File: src/rtl/if_id_pkg.sv
// Shared types and constants for the IF/ID decoupling queue.
package if_id_pkg;

  localparam int unsigned IF_ID_FIFO_DEPTH_DEFAULT = 4;
  localparam int unsigned XLEN                     = 32;

  // One queued fetch result.
  typedef struct packed {
    logic [XLEN-1:0] pc;
    logic [XLEN-1:0] instruction;
  } if_id_entry_t;

endpackage : if_id_pkg

File: src/rtl/if_id_fifo_mem.sv
// Register-array storage for the IF/ID queue: one write port, asynchronous read.
// Contents are deliberately not reset; occupancy is tracked by the pointers.
module if_id_fifo_mem
  import if_id_pkg::*;
#(
  parameter int unsigned DEPTH = IF_ID_FIFO_DEPTH_DEFAULT,
  parameter int unsigned AW    = $clog2(DEPTH)
) (
  input  logic          clk,
  input  logic          we_i,
  input  logic [AW-1:0] waddr_i,
  input  if_id_entry_t  wdata_i,
  input  logic [AW-1:0] raddr_i,
  output if_id_entry_t  rdata_o
);

  if_id_entry_t mem_q [DEPTH];

  // Write the addressed entry on an accepted store.
  always_ff @(posedge clk) begin
    if (we_i) begin
      mem_q[waddr_i] <= wdata_i;
    end
  end

  assign rdata_o = mem_q[raddr_i];

endmodule : if_id_fifo_mem

File: src/rtl/if_id_fifo.sv
// IF/ID decoupling queue: in-order {pc, instruction} FIFO between fetch and decode
// with flush on taken branch. in_ready feeds fetch's freeze (freeze = !in_ready).
// Optional feature: define IF_ID_FIFO_BYPASS_EN for zero-latency pass-through
// on an empty queue; otherwise outputs depend only on registered state.
module if_id_fifo
  import if_id_pkg::*;
#(
  parameter int unsigned DEPTH = IF_ID_FIFO_DEPTH_DEFAULT
) (
  input  logic                     clk,
  input  logic                     rst,
  input  logic                     flush,
  input  logic                     in_valid,
  input  logic [XLEN-1:0]          in_pc,
  input  logic [XLEN-1:0]          in_instruction,
  output logic                     in_ready,
  output logic                     out_valid,
  output logic [XLEN-1:0]          out_pc,
  output logic [XLEN-1:0]          out_instruction,
  input  logic                     out_ready,
  output logic [$clog2(DEPTH):0]   count
);

  localparam int unsigned AW = $clog2(DEPTH);
  localparam int unsigned PW = AW + 1;

  logic [PW-1:0] wr_ptr_q, wr_ptr_d;
  logic [PW-1:0] rd_ptr_q, rd_ptr_d;
  logic [PW-1:0] count_q, count_d;

  logic          empty_c;
  logic          full_c;
  logic          pass_c;
  logic          push_c;
  logic          store_c;
  logic          mem_pop_c;
  logic          mem_we_c;
  if_id_entry_t  wr_entry_c;
  if_id_entry_t  rd_entry_c;

  // Occupancy status straight from the registered pointers.
  assign empty_c = (wr_ptr_q == rd_ptr_q);
  assign full_c  = (wr_ptr_q[AW-1:0] == rd_ptr_q[AW-1:0]) &&
                   (wr_ptr_q[AW] != rd_ptr_q[AW]);

`ifdef IF_ID_FIFO_BYPASS_EN
  // Empty queue forwards the incoming pair combinationally.
  assign pass_c = empty_c && !flush && !rst && in_valid;
`else
  assign pass_c = 1'b0;
`endif

  // A full queue refuses pushes regardless of out_ready, keeping decode off fetch's path.
  assign in_ready  = !full_c;
  assign out_valid = !empty_c || pass_c;
  assign push_c    = in_valid && !full_c;
  // A passed-through pair that decode takes immediately is never stored.
  assign store_c   = push_c && !(pass_c && out_ready);
  assign mem_pop_c = !empty_c && out_ready;
  assign mem_we_c  = store_c && !rst && !flush;

  assign wr_entry_c = '{pc: in_pc, instruction: in_instruction};

  // Head presentation: stored head, bypassed input, or zeros when empty.
  always_comb begin
    out_pc          = '0;
    out_instruction = '0;
    if (!empty_c) begin
      out_pc          = rd_entry_c.pc;
      out_instruction = rd_entry_c.instruction;
    end else if (pass_c) begin
      out_pc          = in_pc;
      out_instruction = in_instruction;
    end
  end

  // Pointer and occupancy next state; reset and flush both empty the queue.
  always_comb begin
    wr_ptr_d = wr_ptr_q;
    rd_ptr_d = rd_ptr_q;
    count_d  = count_q;
    if (rst || flush) begin
      wr_ptr_d = '0;
      rd_ptr_d = '0;
      count_d  = '0;
    end else begin
      if (store_c) begin
        wr_ptr_d = wr_ptr_q + PW'(1);
      end
      if (mem_pop_c) begin
        rd_ptr_d = rd_ptr_q + PW'(1);
      end
      case ({store_c, mem_pop_c})
        2'b10:   count_d = count_q + PW'(1);
        2'b01:   count_d = count_q - PW'(1);
        default: count_d = count_q;
      endcase
    end
  end

  // State registers.
  always_ff @(posedge clk) begin
    wr_ptr_q <= wr_ptr_d;
    rd_ptr_q <= rd_ptr_d;
    count_q  <= count_d;
  end

  assign count = count_q;

  if_id_fifo_mem #(
    .DEPTH (DEPTH),
    .AW    (AW)
  ) u_mem (
    .clk     (clk),
    .we_i    (mem_we_c),
    .waddr_i (wr_ptr_q[AW-1:0]),
    .wdata_i (wr_entry_c),
    .raddr_i (rd_ptr_q[AW-1:0]),
    .rdata_o (rd_entry_c)
  );

endmodule : if_id_fifo
File: config.mk
export PLATFORM = sky130hd
export DESIGN_NAME = if_id_fifo
export DESIGN_NICKNAME = d
export VERILOG_FILES = /design/src/rtl/if_id_pkg.sv /design/src/rtl/if_id_fifo_mem.sv /design/src/rtl/if_id_fifo.sv
export SDC_FILE = /design/constraint.sdc
export NUM_CORES = 1
export LEC_CHECK = 0
export ABC_AREA = 1
export BUFFER_PORTS_ARGS = -buffer_cell sky130_fd_sc_hd__buf_2
export CORE_UTILIZATION = 35
export DETAILED_ROUTE_END_ITERATION = 6
export SYNTH_ARGS = -nofsm -noshare
export SYNTH_HDL_FRONTEND = slang
export SYNTH_HIERARCHICAL = 1
export SYNTH_SLANG_ARGS = --single-unit
export TNS_END_PERCENT = 10
File: constraint.sdc
create_clock -name clk -period 8.8 [get_ports clk]
set_input_delay 1.76 -clock clk [delete_from_list [all_inputs] [get_ports clk]]
set_output_delay 1.76 -clock clk [all_outputs]
set_load 0.005 [all_outputs]
* Word-level counts from Yosys, hierarchy flattened
Memory sizes are Yosys's and may differ from the RTL's. A register that Yosys moved wholly into a read port is not among the register bits.
Cells that the tools add are included.
** Word-level totals
- Register bits after elaboration :: 9
- Bits in writable memories :: 256
- Input bits :: 69
- Output and inout port bits :: 69
- Word-level logic and storage cells :: 31
- Memories kept :: 1
** Cells by class
- Add/sub/neg operators :: 4
- Equality and inequality tests :: 5
- Muxes and demuxes :: 7
- Reduce and logical (&&, ||, !) cells :: 11
** Memory list
- u_mem.mem_q :: depth 4, bits a word 64, rd ports 1, clocked after Yosys merged registers in 1, write ports 1, RTL line if_id_fifo_mem.sv:17 : if_id_entry_t mem_q [DEPTH];
** Operator list (number)
- $mux W32 :: 2
- $add A3 B1 Y3 const B :: 3
- $pmux W3 S2 :: 1
- $logic_and A1 B1 Y1 :: 5
- $logic_not A1 Y1 :: 4
- $mux W2 :: 2
- $eq A3 B3 Y1 :: 1
- $sub A3 B1 Y3 const B :: 1
- $eq A2 B1 Y1 const B :: 1
- $eq A2 B2 Y1 :: 1
- $eq A2 B2 Y1 const B :: 1
- $mux W1 :: 2
- $reduce_bool A2 Y1 :: 1
- $logic_or A1 B1 Y1 :: 1
- $ne A1 B1 Y1 :: 1

* Depth between registers and ports, before layout
- Depth after elaboration :: 8
- Gate-level depth with buffers :: 15
- Depth with buffers taken out :: 14

* By module
The synthesis kept the hierarchy.
** By module, submodules not included
- if_id_fifo_mem :: times used 1, cells an instance 1010, area an instance 10761.6 um2, sequential area each 7687.4 um2
- if_id_fifo :: times used 1, cells an instance 218, area an instance 1067.3 um2, sequential area each 180.2 um2

* Least setup slack after synthesis
No wires, ideal clock.
- Kind :: input port to flip-flop
- From :: in in_valid
- To :: mem u_mem/mem_q[2][0] in the netlist's numbering, enable pin
- Setup time :: 0.565 ns
- Arrival :: 6.383 ns
- Path slack :: 1.852 ns
- Stages :: 4
- Path buffers :: 0
- Path through :: nand2_1 -> nor3_1 -> inv_1 -> nor3_1
** On the way
- Longest elaborated chain between the ends :: 5
** RTL lines
- start, declared :: RTL line if_id_fifo.sv:13 : input logic in_valid,
- $logic_and A1 B1 Y1 :: RTL line if_id_fifo.sv:56 : assign push_c = in_valid && !full_c;
- $logic_and A1 B1 Y1 (2 in series) :: RTL line if_id_fifo.sv:60 : assign mem_we_c = store_c && !rst && !flush;
- named net mem_we_c :: RTL line if_id_fifo.sv:37 : logic mem_we_c;
- $mux W1 :: RTL line if_id_fifo_mem.sv:21 : if (we_i) begin
- $mux W1 (implied by the code) :: RTL line if_id_fifo_mem.sv:22 : mem_q[waddr_i] <= wdata_i;
- end, declared :: RTL line if_id_fifo_mem.sv:17
The timed path passes the listed nets, and every way through them passes these cells.

* Worst setup path after layout
- From :: reg rd_ptr_q[0]
- To :: out out_instruction[19]
** On the way
- Longest elaborated chain between the ends :: 2
** RTL lines
- start, declared :: RTL line if_id_fifo.sv:28 : logic [PW-1:0] rd_ptr_q, rd_ptr_d;
- start signal, assigned :: RTL line if_id_fifo.sv:104 : rd_ptr_q <= rd_ptr_d;
- $eq A3 B3 Y1 :: RTL line if_id_fifo.sv:42 : assign empty_c = (wr_ptr_q == rd_ptr_q);
- $mux W32 :: RTL line if_id_fifo.sv:68 : if (!empty_c) begin
- end, declared :: RTL line if_id_fifo.sv:19 : output logic [XLEN-1:0] out_instruction,
Every way passes these cells.

==> flow_summary.ini <==
[run_status]
run_status = finished clean

[global_route]
antenna_found_initial = 8
grt_overflow = 0
grt_max_degree = 83
groute.usage.overall = 0.150
grt_pass1_wl_mm = 40.0
grt_pass1_vias = 7564

[sta]
tightestPinTransition_ns = 1.07
hold_viol_final = 0
drv_slew = 0
finalSetupViolations = 0
tns_ns = 0
finalCriticalPeriod_ns = 4.91
maxSlewHeadroom = 0.286
skew_ns = 0.0244
clock.fmax_mhz = 204
grt_setup_unrepaired = false
min_period_over_period = 0.558
setup_ws_ns = 3.89

[synthesis]
yosysTopAreaCell = edfxtp_1
synth-seq-cells = 265
synthCells = 1228
seq_area_frac_synth = 0.665
synth-main-ff-cell = edfxtp_1
synth_edf_count = 256
synthTopCellsByArea = edfxtp_1 65%, nand2_1 13%, inv_1 11%
synth_commonest_cells = 408 x nand2_1, 340 x inv_1, 256 x edfxtp_1
synth.cell_area_um2 = 11800
async_flop_share = 0
yosysUniqueCellTypes = 19
syn_nets = 1301
post-synth-top-count-cell = nand2_1
synth_warnings = 6
avgSynthCellArea_um2 = 9.63
synth_top_area_frac = 0.650

[setup_path]
path_max_fanout = 82
critPathTopFamily = buffers and inverters
path_class = reg2out
cp.required_ns = 7.04
cp_num_buf_inv = 4
critPathLaunch = rd_ptr_q[0]$_SDFFE_PP0P_
slowest_stage = buf_4
r2r-end = count[2]$_SDFFE_PP0P_
worstSetupStartpointType = flop
worst-r2r-setup-slack_ns = 5.43
critical_path_cell_count = 8
cp-endpoint = out_instruction[19]
worst_setup_path_end_kind = output pin
r2r-start = rd_ptr_q[0]$_SDFFE_PP0P_
cp.arrival_ns = 3.15
crit_top_cell = nand2_1
cp_cell_sequence = inv_4 -> buf_4 -> nand2_1 -> nand3_1 -> nand2_1 -> nand2_1 -> inv_1 -> buf_2
reg2regPathDepth = 14
cpPeakStageDelay_ns = 0.77

[finish]
nFillCells = 3244
finish.utilization = 0.421
drive_above_1_share = 0.144
syn_to_final_growth_pct = 16.9
final_nets = 1431

[power]
intPower_w = 0.00215
p_clk_frac = 0.425
peakVddDrop_mv = 0.155
seqPwrFrac = 0.514
power_leakage_nw = 6.79
switchingPower_w = 0.000590
combPwrFrac = 0.061
p_per_area_nw_per_um2 = 198
swShare = 0.216

[job]
maxCapViolCount = 0

[floorplanning]
dieArea_um2 = 34500
rows = 66
start_util = 0.360
core-area_um2 = 32900
chipHeight_um = 186
die_x_um = 186
io_pins = 138

[drt]
ant_nets = 0
drt-initial-drc-count = 429
drc_errors = 0
routed_via_density = 4.30
vias = 7863
dr.pass1.iters = 4
wl_mm = 25.4
wl_per_cell_um = 13.9

[placement]
port_buffers = 137
routabilityCongestion = 0.706
hpwl_mm = 14.0
pre_cts_slack_ns = 4.50

[clock_tree]
cts-buffers-inserted = 29
clockRootBuffer = clkbuf_16
postCtsHoldBufs = 0
cts-resized-gates = 0
cts.sinks = 265
postCtsSetupBuffers = 0
htreeDepth = 1
clkSlewWorstSetupHoldPaths_ns = 0.06
clock_latency_ns = 0.55
cts_buffer_depth = 3
cts_tree = yes

[worst_hold_path]
min_path_type = reg2reg
-- registers in the layout, indices dropped and copies added (netlist names) --
name and cells:
u_mem/mem_q 256, count 3, rd_ptr_q 3, wr_ptr_q 3
-- cell type report --
type / instances / area (um^2) / share of cell area
Tap cell: 442 / 553 / 0.0400
Sequential cell: 265 / 7880 / 0.569
Inverter: 342 / 1290 / 0.0930
Clock buffer: 35 / 748 / 0.0541
Antenna cell: 5 / 12.5 / 0.000905
Clock inverter: 18 / 170 / 0.0123
Timing Repair Buffer: 147 / 761 / 0.0550
Multi-Input combinational cell: 573 / 2420 / 0.175
-- logic make-up after synthesis --
| group | Yosys count | share of synthesized area |
|---|---|---|
| simple gates | 557 | 0.193 |
| buf+inv | 390 | 0.132 |
| flops | 265 | 0.665 |
| compound gates | 12 | 0.00508 |
| fa+ha+maj | 4 | 0.00487 |
-- power by group through the flow --
stage / registers [W] / clock network (W) / logic, W
6_report: 0.00141 / 0.00116 / 0.000167
5_1_grt: 0.00141 / 0.00124 / 0.000194
4_1_cts: 0.00141 / 0.00120 / 0.000172
3_5_place_dp: 0.00143 / 0 / 0.000171
3_3_place_gp: 0.00143 / 0 / 0.000169
2_1_floorplan: 0.00143 / 0 / 0.0000963
-- cell usage in the layout, fill, tap and decap left out --
cell type / n
nor3_1: 1
inv_4: 1
inv_1: 340
nand3_2: 1
buf_2: 137
inv_2: 1
nor2_1: 7
fa_1: 1
a21oi_1: 9
clkinv_1: 5
inv_6: 1
dfxtp_4: 2
clkinv_2: 6
nand3_1: 135
clkinvlp_4: 3
ha_1: 3
diode_2: 5
nor3_2: 4
nand2_1: 408
buf_4: 10
o21ai_0: 3
clkbuf_1: 6
clkbuf_16: 29
dfxtp_1: 7
edfxtp_1: 256
bufinv_16: 3
nand3_4: 1
-- worst min-delay path, delay by kind of cell, from the launching register on --
family / cells / cell delay, ns
flip-flops: 1 / 0.30
AO/OA/AOI/OAI: 1 / 0.05
buffers and inverters: 1 / 0.06
-- through the flow --
| step | instances | area (um^2) | hold slack, ns | power (W) |
|---|---|---|---|---|
| after floorplan | 1228 | 11800 | 0.455 | 0.00153 |
| after global placement | 1769 | 12900 | 0.452 | 0.00160 |
| after detailed placement | 1769 | 12900 | 0.450 | 0.00160 |
| after CTS | 1822 | 13800 | 0.459 | 0.00278 |
| after global routing | 1823 | 13800 | 0.481 | 0.00285 |
| final | 1827 | 13800 | 0.457 | 0.00274 |
-- per-layer routing --
metal  vias up  track usage  wire length, um
met5         -            0               46
met4         8       0.0370              557
met3        47       0.0309             1460
met2       173        0.268            12200
met1      3612        0.185            11100
li1       4023            -                -
-- how the worst min path moves through the flow --
stage | startpoint | endpoint | cells after the start
2_1_floorplan | count[2]$_SDFFE_PP0P_ | count[2]$_SDFFE_PP0P_ | 2
6_report | count[2]$_SDFFE_PP0P_ | count[2]$_SDFFE_PP0P_ | 2
4_1_cts | count[2]$_SDFFE_PP0P_ | count[2]$_SDFFE_PP0P_ | 2
3_3_place_gp | count[2]$_SDFFE_PP0P_ | count[2]$_SDFFE_PP0P_ | 2
3_5_place_dp | count[2]$_SDFFE_PP0P_ | count[2]$_SDFFE_PP0P_ | 2
5_1_grt | count[2]$_SDFFE_PP0P_ | count[2]$_SDFFE_PP0P_ | 2
No activity file was read; power rests on OpenSTA's default activity.
